--- config.mk ---
export PLATFORM = sky130hd
export DESIGN_NAME = instruction_encoder
export DESIGN_NICKNAME = d
export VERILOG_FILES = /design/src/rtl/instruction_encoder_pkg.sv /design/src/rtl/encoder_fifo.sv /design/src/rtl/instruction_encoder.sv
export SDC_FILE = /design/constraint.sdc
export NUM_CORES = 1
export LEC_CHECK = 0
export ABC_AREA = 1
export CORE_MARGIN = 2
export CORE_UTILIZATION = 45
export CTS_CLUSTER_DIAMETER = 100
export CTS_CLUSTER_SIZE = 16
export DETAILED_ROUTE_END_ITERATION = 6
export PLACE_DENSITY = 0.74
export SYNTH_ARGS = -nofsm -noshare
export SYNTH_HDL_FRONTEND = slang
export SYNTH_SLANG_ARGS = --single-unit
--- constraint.sdc ---
create_clock -name clk -period 1.55 [get_ports clk]
set_input_delay 0.31 -clock clk [delete_from_list [all_inputs] [get_ports clk]]
set_output_delay 0.31 -clock clk [all_outputs]
set_load 0.01 [all_outputs]
--- src/rtl/instruction_encoder_pkg.sv ---
// Shared DLX encoding definitions: widths, field offsets, opcodes and the request record.
// The decoder imports the same package, so the two sides cannot disagree on the format.
package instruction_encoder_pkg;

    localparam int INSTRUCTION_WIDTH = 32;
    localparam int OPCODE_WIDTH      = 6;
    localparam int FUNCTION_WIDTH    = 6;
    localparam int REG_ADDR_WIDTH    = 5;
    localparam int IMEDIATE_WIDTH    = 16;
    localparam int PC_OFFSET_WIDTH   = 26;
    localparam int IMEM_ADDR_WIDTH   = 10;

    // Field MSB positions; I-type places rd where R-type places rs2.
    localparam int OP_MSB   = 31;
    localparam int RS1_MSB  = 25;
    localparam int RS2_MSB  = 20;
    localparam int RDI_MSB  = 20;
    localparam int RD_MSB   = 15;
    localparam int IMM_MSB  = 15;
    localparam int FUNC_MSB = 5;
    localparam int PCO_MSB  = 25;

    localparam logic [OPCODE_WIDTH-1:0] OP_R_TYPE = 6'h00;
    localparam logic [OPCODE_WIDTH-1:0] OP_JPC    = 6'h02;
    localparam logic [OPCODE_WIDTH-1:0] OP_BEQZ   = 6'h04;
    localparam logic [OPCODE_WIDTH-1:0] OP_BNEZ   = 6'h05;
    localparam logic [OPCODE_WIDTH-1:0] OP_BRFL   = 6'h06;
    localparam logic [OPCODE_WIDTH-1:0] OP_ADDI   = 6'h08;
    localparam logic [OPCODE_WIDTH-1:0] OP_SUBI   = 6'h0A;
    localparam logic [OPCODE_WIDTH-1:0] OP_ANDI   = 6'h0C;
    localparam logic [OPCODE_WIDTH-1:0] OP_ORI    = 6'h0D;
    localparam logic [OPCODE_WIDTH-1:0] OP_JR     = 6'h12;
    localparam logic [OPCODE_WIDTH-1:0] OP_LW     = 6'h23;
    localparam logic [OPCODE_WIDTH-1:0] OP_SW     = 6'h2B;

    typedef enum logic [1:0] {ST_IDLE, ST_ACTIVE, ST_FLUSH, ST_DONE} enc_state_e;

    typedef struct packed {
        logic                       nop;
        logic [OPCODE_WIDTH-1:0]    opcode;
        logic [FUNCTION_WIDTH-1:0]  func;
        logic [REG_ADDR_WIDTH-1:0]  rs1;
        logic [REG_ADDR_WIDTH-1:0]  rs2;
        logic [REG_ADDR_WIDTH-1:0]  rd;
        logic [IMEDIATE_WIDTH-1:0]  imm;
        logic [PC_OFFSET_WIDTH-1:0] pc_off;
    } enc_req_t;

    function automatic logic is_legal(input logic [OPCODE_WIDTH-1:0] op);
        case (op)
            OP_R_TYPE, OP_JPC, OP_BEQZ, OP_BNEZ, OP_BRFL, OP_ADDI, OP_SUBI,
            OP_ANDI, OP_ORI, OP_JR, OP_LW, OP_SW: is_legal = 1'b1;
            default:                              is_legal = 1'b0;
        endcase
    endfunction

endpackage

--- src/rtl/encoder_fifo.sv ---
// Two-entry registered FIFO; the head is driven straight from storage so the
// write port outputs hold steady while the consumer stalls.
module encoder_fifo #(
    parameter int DATA_WIDTH = 42
) (
    input  logic                  clk,
    input  logic                  rst_n,
    input  logic                  in_valid_i,
    output logic                  in_ready_o,
    input  logic [DATA_WIDTH-1:0] in_data_i,
    output logic                  out_valid_o,
    input  logic                  out_ready_i,
    output logic [DATA_WIDTH-1:0] out_data_o
);

    logic [1:0][DATA_WIDTH-1:0] mem_q;
    logic                       wr_ptr_q, rd_ptr_q;
    logic [1:0]                 count_q;
    logic                       push, pop;

    // Ready depends only on occupancy, never on the consumer, to avoid comb paths.
    assign in_ready_o  = (count_q != 2'd2);
    assign out_valid_o = (count_q != 2'd0);
    assign out_data_o  = mem_q[rd_ptr_q];
    assign push        = in_valid_i && in_ready_o;
    assign pop         = out_valid_o && out_ready_i;

    always_ff @(posedge clk or negedge rst_n) begin
        if (!rst_n) begin
            mem_q    <= '0;
            wr_ptr_q <= 1'b0;
            rd_ptr_q <= 1'b0;
            count_q  <= 2'd0;
        end else begin
            if (push) begin
                mem_q[wr_ptr_q] <= in_data_i;
                wr_ptr_q        <= ~wr_ptr_q;
            end
            if (pop) rd_ptr_q <= ~rd_ptr_q;
            count_q <= count_q + {1'b0, push} - {1'b0, pop};
        end
    end

endmodule

--- src/rtl/instruction_encoder.sv ---
// Packs decoded DLX instruction records into 32-bit words and streams them into
// instruction memory at consecutive addresses from a programmable base.
module instruction_encoder
    import instruction_encoder_pkg::*;
(
    input  logic                         clk,
    input  logic                         rst_n,
    input  logic                         start_in,
    input  logic [IMEM_ADDR_WIDTH-1:0]   base_addr_in,
    input  logic                         enc_valid_in,
    output logic                         enc_ready_out,
    input  logic                         last_in,
    input  logic                         nop_in,
    input  logic [OPCODE_WIDTH-1:0]      opcode_in,
    input  logic [FUNCTION_WIDTH-1:0]    inst_function_in,
    input  logic [REG_ADDR_WIDTH-1:0]    rs1_in,
    input  logic [REG_ADDR_WIDTH-1:0]    rs2_in,
    input  logic [REG_ADDR_WIDTH-1:0]    rd_in,
    input  logic [IMEDIATE_WIDTH-1:0]    immediate_in,
    input  logic [PC_OFFSET_WIDTH-1:0]   pc_offset_in,
    output logic                         imem_wr_en_out,
    input  logic                         imem_wr_ready_in,
    output logic [IMEM_ADDR_WIDTH-1:0]   imem_wr_addr_out,
    output logic [INSTRUCTION_WIDTH-1:0] imem_wr_data_out,
    output logic                         busy_out,
    output logic                         done_out,
    output logic                         err_illegal_out,
    output logic [7:0]                   err_count_out
);

    localparam int ENTRY_W = IMEM_ADDR_WIDTH + INSTRUCTION_WIDTH;

    function automatic logic [INSTRUCTION_WIDTH-1:0] pack(input enc_req_t r);
        logic [INSTRUCTION_WIDTH-1:0] w;
        w = '0;
        if (!r.nop) begin
            w[OP_MSB -: OPCODE_WIDTH] = r.opcode;
            case (r.opcode)
                OP_R_TYPE: begin
                    w[RS1_MSB -: REG_ADDR_WIDTH]  = r.rs1;
                    w[RS2_MSB -: REG_ADDR_WIDTH]  = r.rs2;
                    w[RD_MSB -: REG_ADDR_WIDTH]   = r.rd;
                    w[FUNC_MSB -: FUNCTION_WIDTH] = r.func;
                end
                OP_ADDI, OP_SUBI, OP_ANDI, OP_ORI, OP_LW: begin
                    w[RS1_MSB -: REG_ADDR_WIDTH] = r.rs1;
                    w[RDI_MSB -: REG_ADDR_WIDTH] = r.rd;
                    w[IMM_MSB -: IMEDIATE_WIDTH] = r.imm;
                end
                OP_SW: begin
                    w[RS1_MSB -: REG_ADDR_WIDTH] = r.rs1;
                    w[RS2_MSB -: REG_ADDR_WIDTH] = r.rs2;
                    w[IMM_MSB -: IMEDIATE_WIDTH] = r.imm;
                end
                OP_BEQZ, OP_BNEZ, OP_BRFL: begin
                    w[RS1_MSB -: REG_ADDR_WIDTH] = r.rs1;
                    w[IMM_MSB -: IMEDIATE_WIDTH] = r.imm;
                end
                OP_JR:   w[RS1_MSB -: REG_ADDR_WIDTH]  = r.rs1;
                OP_JPC:  w[PCO_MSB -: PC_OFFSET_WIDTH] = r.pc_off;
                default: w = '0;
            endcase
        end
        return w;
    endfunction

    enc_state_e                 state_q, state_d;
    logic [IMEM_ADDR_WIDTH-1:0] addr_q;
    logic                       err_illegal_q;
    logic [7:0]                 err_count_q;
    enc_req_t                   req;
    logic                       fifo_in_ready, accept, legal, push;
    logic [ENTRY_W-1:0]         fifo_head;

    assign req = '{nop: nop_in, opcode: opcode_in, func: inst_function_in, rs1: rs1_in,
                   rs2: rs2_in, rd: rd_in, imm: immediate_in, pc_off: pc_offset_in};

    assign enc_ready_out = (state_q == ST_ACTIVE) && fifo_in_ready;
    assign accept        = enc_valid_in && enc_ready_out;
    assign legal         = nop_in || is_legal(opcode_in);
    assign push          = accept && legal;

    encoder_fifo #(.DATA_WIDTH(ENTRY_W)) u_fifo (
        .clk         (clk),
        .rst_n       (rst_n),
        .in_valid_i  (push),
        .in_ready_o  (fifo_in_ready),
        .in_data_i   ({addr_q, pack(req)}),
        .out_valid_o (imem_wr_en_out),
        .out_ready_i (imem_wr_ready_in),
        .out_data_o  (fifo_head)
    );

    assign {imem_wr_addr_out, imem_wr_data_out} = fifo_head;
    assign busy_out        = (state_q != ST_IDLE);
    assign done_out        = (state_q == ST_DONE);
    assign err_illegal_out = err_illegal_q;
    assign err_count_out   = err_count_q;

    always_comb begin
        state_d = state_q;
        case (state_q)
            ST_IDLE:   if (start_in) state_d = ST_ACTIVE;
            ST_ACTIVE: if (accept && last_in) state_d = ST_FLUSH;
            ST_FLUSH:  if (!imem_wr_en_out) state_d = ST_DONE;
            ST_DONE:   state_d = ST_IDLE;
            default:   state_d = ST_IDLE;
        endcase
    end

    always_ff @(posedge clk or negedge rst_n) begin
        if (!rst_n) begin
            state_q       <= ST_IDLE;
            addr_q        <= '0;
            err_illegal_q <= 1'b0;
            err_count_q   <= 8'd0;
        end else begin
            state_q       <= state_d;
            err_illegal_q <= accept && !legal;
            if (state_q == ST_IDLE && start_in) begin
                addr_q      <= base_addr_in;
                err_count_q <= 8'd0;
            end else begin
                if (push) addr_q <= addr_q + 1'b1;
                if (accept && !legal && err_count_q != 8'hFF) err_count_q <= err_count_q + 8'd1;
            end
        end
    end

endmodule

## Yosys cells after proc, flatten, opt, wreduce, memory -nomap -nowiden

Cells that the tools add are included.

- Flip-flop bits (word level): 109
- Output and inout port bits: 55
- Word-level logic and storage cells: 82

- Add/sub/neg operators: 4
- Magnitude comparators: 3
- Eq/ne operators: 19
- Muxes and demuxes: 21
- Bitwise operators: 2
- Reduce and logical (&&, ||, !) cells: 24

Operators by type and width:

| operator | count |
|---|---|
| 2-to-1 mux 42 bit | 3 |
| bitwise mux 84 bit | 1 |
| demux 42 bit (select 1 bit) | 1 |
| 2-to-1 mux 32 bit | 1 |
| case mux 5 bit (3 select lines) | 2 |
| == test 6 x 4 -> 1 bit, second input constant | 4 |
| 2-to-1 mux 10 bit | 2 |
| case mux 5 bit (2 select lines) | 2 |
| == test 6 x 3 -> 1 bit, second input constant | 3 |
| case mux 6 bit (3 select lines) | 1 |
| 2-to-1 mux 8 bit | 2 |
| == test 6 bit, second input constant | 2 |
| OR reduction 12 bit | 1 |
| OR reduction 11 bit | 1 |
| adder 10 x 1 -> 10 bit, second input constant | 1 |
| logical AND 1 bit | 10 |
| OR reduction 9 bit | 1 |
| adder 8 x 1 -> 8 bit, second input constant | 1 |
| inequality test 8 bit, second input constant | 1 |
| case mux 2 bit (4 select lines) | 1 |
| nonzero test 2 bit | 4 |
| == test 6 x 2 -> 1 bit, second input constant | 1 |
| == test 6 x 5 -> 1 bit, second input constant | 1 |
| logical NOT 6 bit | 1 |
| 18 further kinds | 25 |

## Depth between registers and ports, before layout

- Word-level depth: 9
- Gate-level depth with buffers: 11
- Depth with buffers taken out: 10

## Cells and area by module

A second synthesis with hierarchy kept.

- Cells, all modules: 867
- Area total of the unflattened synthesis: 6307.3 µm²

By module, submodules not included:

| module | instances | cells an instance | area each (µm²) | seq. area each (µm²) |
|---|---|---|---|---|
| encoder_fifo | 1 | 539 | 4266.6 | 2202.1 |
| instruction_encoder | 1 | 328 | 2040.7 | 525.5 |

## Worst setup path after synthesis

No wires, ideal clock.

- Path type: register to register
- Start point: reg state_q[1]
- End point: reg u_fifo.mem_q[53] in the netlist's numbering
- Arrival: 1787 ps
- Slack: -372 ps
- Stages on the path, launching flop included: 11
- Period minus slack after synthesis: 1922 ps
- Cell sequence: dfrtp_1 inv_1 ha_1 a21boi_1 nand2_1 inv_1 nand3_2 buf_4 buf_4 nand2_1 o21ai_0

- Word-level cells in the longest chain between the ends: 5

Ends and longest elaborated chain:

| element | RTL line | RTL |
|---|---|---|
| from (decl) | instruction_encoder.sv:67 | `enc_state_e state_q, state_d;` |
| from (signal assigned) | instruction_encoder.sv:118 | `state_q <= state_d;` |
| == test 2 x 1 -> 1 bit | instruction_encoder.sv:78 | `assign enc_ready_out = (state_q == ST_ACTIVE) && fifo_in_ready;` |
| logical AND 1 bit | instruction_encoder.sv:78 |  |
| via enc_ready_out | instruction_encoder.sv:11 | `output logic enc_ready_out,` |
| logical AND 1 bit | instruction_encoder.sv:79 | `assign accept = enc_valid_in && enc_ready_out;` |
| logical AND 1 bit | instruction_encoder.sv:81 | `assign push = accept && legal;` |
| logical AND 1 bit | encoder_fifo.sv:25 | `assign push = in_valid_i && in_ready_o;` |
| to (signal, indexed assignment) | encoder_fifo.sv:36 | `mem_q[wr_ptr_q] <= in_data_i;` |
| to (decl) | encoder_fifo.sv:16 | `logic [1:0][DATA_WIDTH-1:0] mem_q;` |

The timed path passes the listed nets, and every way through them passes these cells.
A chain may end at the register's enable or synchronous reset.

## Final worst setup path

- Start point: reg state_q[0]
- End point: reg u_fifo.mem_q[25] in the netlist's numbering

- Word-level cells in the longest chain between the ends: 5

Ends and longest elaborated chain:

| element | RTL line |
|---|---|
| == test 2 x 1 -> 1 bit | instruction_encoder.sv:78 |
| logical AND 1 bit | instruction_encoder.sv:78 |
| logical AND 1 bit | instruction_encoder.sv:79 |
| logical AND 1 bit | instruction_encoder.sv:81 |
| logical AND 1 bit | encoder_fifo.sv:25 |

No other way between the ends.

==> results.yml <==
run_status:
  status: "finished, violations left"
  violations: "setup timing"
layout:
  final_cells: 1177
  syn_to_final_growth_pct: 80.5
  fillers: 734
  layout-drive-gt1-share: 0.452
  final_util: 0.827
  regArea_sq_um: 2730
  nets: 1095
  insertedDiodeCount: 0
  multiInputGateArea_sq_um: 4030
worst_setup_path:
  path_cells: "buf_6 > ha_4 > a21boi_4 > nand2_2 > inv_4 > buf_12 > buf_12 > nand3b_4 > buf_16 > o21ai_1"
  end_kind: "flip-flop"
  startpoint_type: "flip-flop"
  crit_top_cell: "buf_12"
  path_max_fanout: 7
  reg2reg_depth: 10
  slowest_stage: "dfrtp_1"
  r2r-start: "state_q[0]$_DFFE_PN0P_"
  required_ps: 1820
  critPathTopFamily: "buffers and inverters"
  max_stage_delay_ps: 380
  crit_cells: 10
  critPathBufInv: 5
  crit_start: "state_q[0]$_DFFE_PN0P_"
  path_class: "flip-flop to flip-flop"
  worstPathArrival_ps: 2130
flow_run:
  drv_cap: 0
yosys:
  postSynth.asyncResetShare: 1.00
  synth_area_sq_um: 5760
  yosysTopAreaCell: "dfrtp_1"
  yosysMostFrequentCell: "nand2_1"
  synthTopCellsByCount: "nand2_1, dfrtp_1, o21ai_1, nand3_1, inv_1"
  seq_area_frac_synth: 0.474
  synth_cell_types: 30
  avgSynthCellArea_sq_um: 7.34
  synth-seq-cells: 109
  yosys_most_used_dff: "dfrtp_1"
  synth-edff-count: 0
  yosysWarnings: 0
  synthTopCellsByArea: "dfrtp_1, nand2_1, o21ai_1, nand3_1, inv_1"
  syn_nets: 878
  netlist_instances: 784
  synth_top_area_share: 0.474
timing:
  period_needed_ps: 1850
  final_max_slew_viol_count: 0
  hold_violations: 0
  hold_slack_ps: 315
  fin_ws_ps: -305
  worst_pin_slew_ps: 394
  grt_setup_unrepaired: "yes"
  final.setup.tns_ps: -28640
  clock_skew_ps: 9.17
  setup_viol: 152
  slew_headroom: 0.738
  max_freq_mhz: 539
  fin_crit_sh: 1.20
global_route:
  grt_usage: 0.287
  grt_pass1_wl_um: 30100
  grt_max_degree: 58
  grt-ovfl-total: 0
  antenna_found_initial: 0
  grt_pass1_vias: 6131
placement:
  gp_congestion: 0.825
  port_buffers: 140
  dp.cells: 1105
  dp_hpwl_um: 10500
  dpl_worst_slack_ps: -629
route:
  routed_via_density: 5.53
  wirelength_um: 23000
  drc: 0
  antenna_left: 0
  drt_iter0_drc: 499
  vias: 6509
  detail_route.wl_per_cell_um: 19.5
  dr.pass1.iters: 5
power_and_ir_drop:
  p_leak_nw: 5.08
  cellPowerDensity_nw_per_um2: 1380
  peakVddDrop_mv: 1.04
  pwr-share-comb: 0.527
  swShare: 0.403
  p_switching_mw: 5.77
  clockPowerShare: 0.166
  seq_power_share: 0.307
  intPower_mw: 8.56
floorplan:
  dieArea_sq_um: 13700
  fp.dieW_um: 117
  num_rows: 41
  io_pins: 141
  die_h_um: 117
  initial_core_util: 0.458
  core_area_sq_um: 12600
clocking:
  cts_buffers: 9
  clk_path_buf_depth: 2
  cts_tree: "done"
  cts_root_buf: "clkbuf_16"
  clkLatencyLatePin_ps: 360
  clock_sinks: 109
  cts.htree.levels: 3
  clk_pin_slew_ps: 70
min_path:
  holdPathStages: 3
  min_from: "opcode_in[1]"
  hold_class: "primary input to flip-flop"
layer usage:
| metal | vias to the layer above | GRT usage | share of wire |
|---|---|---|---|
| li1 | 2966 | - | - |
| met1 | 3159 | 0.349 | 0.37 |
| met2 | 303 | 0.498 | 0.52 |
| met3 | 81 | 0.0525 | 0.067 |
| met4 | 0 | 0.133 | 0.043 |
| met5 | - | 0 | 0 |
repair_timing:
item | 4_1_cts | 5_1_grt
hold buffers | 1 | 0
hold endpoints to repair | 12 | 0
cloned | 25 | 7
endpoints found under the setup margin | 160 | 153
pin swaps | 29 | 49
resized for setup | 368 | 297
buffers inserted | 27 | 8
final timing paths:
check	end	slack (ps)
setup / recovery	u_fifo.mem_q[25]$_DFFE_PN0P_	-300
hold / removal	u_fifo.mem_q[27]$_DFFE_PN0P_	320
setup reg to reg	u_fifo.mem_q[25]$_DFFE_PN0P_	-300
hold reg to reg	u_fifo.mem_q[52]$_DFFE_PN0P_	500
max in group asynchronous	err_count_out[2]$_DFFE_PN0P_	580
min in group asynchronous	u_fifo.mem_q[24]$_DFFE_PN0P_	350
cells in the final DEF, fill, tap and decap left out, types with 2 or more instances in the layout:
| cell | synthesis | routed |
|---|---|---|
| a21oi_1 | 4 | 4 |
| dfrtp_1 | 109 | 105 |
| nand3b_4 | 1 | 2 |
| nand4_1 | 10 | 10 |
| clkbuf_16 | 0 | 15 |
| o21ai_2 | 0 | 67 |
| xor2_1 | 12 | 12 |
| nand2_8 | 0 | 4 |
| buf_6 | 1 | 40 |
| buf_12 | 0 | 28 |
| buf_16 | 0 | 18 |
| buf_4 | 11 | 36 |
| nor2_2 | 5 | 5 |
| nand2_4 | 1 | 83 |
| nor2_1 | 19 | 15 |
| o21ai_0 | 17 | 8 |
| nand3_1 | 48 | 38 |
| inv_2 | 3 | 5 |
| nand3_2 | 1 | 10 |
| dfrtp_2 | 0 | 4 |
| clkdlybuf4s50_1 | 0 | 78 |
| nand2_1 | 380 | 204 |
| buf_8 | 0 | 2 |
| buf_2 | 6 | 17 |
| inv_1 | 32 | 27 |
| ha_4 | 0 | 3 |
| ha_1 | 8 | 5 |
| dlygate4sd2_1 | 0 | 12 |
| o21ai_1 | 85 | 26 |
| clkinv_4 | 0 | 2 |
| nor2_4 | 1 | 5 |
| inv_4 | 0 | 2 |
| nand2_2 | 2 | 94 |
registers in the layout, indices dropped and copies added, names as in the netlist:
register,flops
state_q,2
u_fifo.wr_ptr_q,1
u_fifo.mem_q,84
u_fifo.count_q,2
err_count_out,8
u_fifo.rd_ptr_q,1
err_illegal_out,1
addr_q,10
layout make-up:
cell class,count,share of cell area
multi-input combinational,603,0.388
timing repair buffer,241,0.285
sequential,109,0.263
clock buffer,10,0.0220
tap,172,0.0207
inverter,37,0.0149
clock inverter,5,0.00590
metrics by stage:
step	cell area [sq um]	power, mW
floorplan	5830	6.35
global placement	7730	8.34
detailed placement	7730	8.43
CTS	9250	11.9
global route	10400	15.0
finish	10400	14.3
power groups by stage:
| stage | registers [mW] | logic, mW | clock network, mW |
|---|---|---|---|
| 2_1_floorplan | 3.97 | 2.37 | 0 |
| 3_3_place_gp | 4.02 | 4.31 | 0 |
| 3_5_place_dp | 4.05 | 4.37 | 0 |
| 4_1_cts | 4.08 | 5.47 | 2.34 |
| 5_1_grt | 4.46 | 8.01 | 2.48 |
| 6_report | 4.40 | 7.56 | 2.37 |
tightest hold or removal path, delay by kind of cell:
kind,cells,cell delay [ps]
AOI/OAI and AO/OA,1,70
and+or+nand+nor,1,120
buffers and inverters,1,140
kinds of logic after synthesis:
family,after synthesis,synth area share
buffers and inverters,75,0.0589
flip-flops,109,0.474
adder cells (fa/ha/maj),8,0.0174
AND/OR/NAND/NOR,472,0.337
AO/OA/AOI/OAI,107,0.0935
XOR/XNOR,13,0.0198
Note: power is estimated with default switching activity, not from simulation.
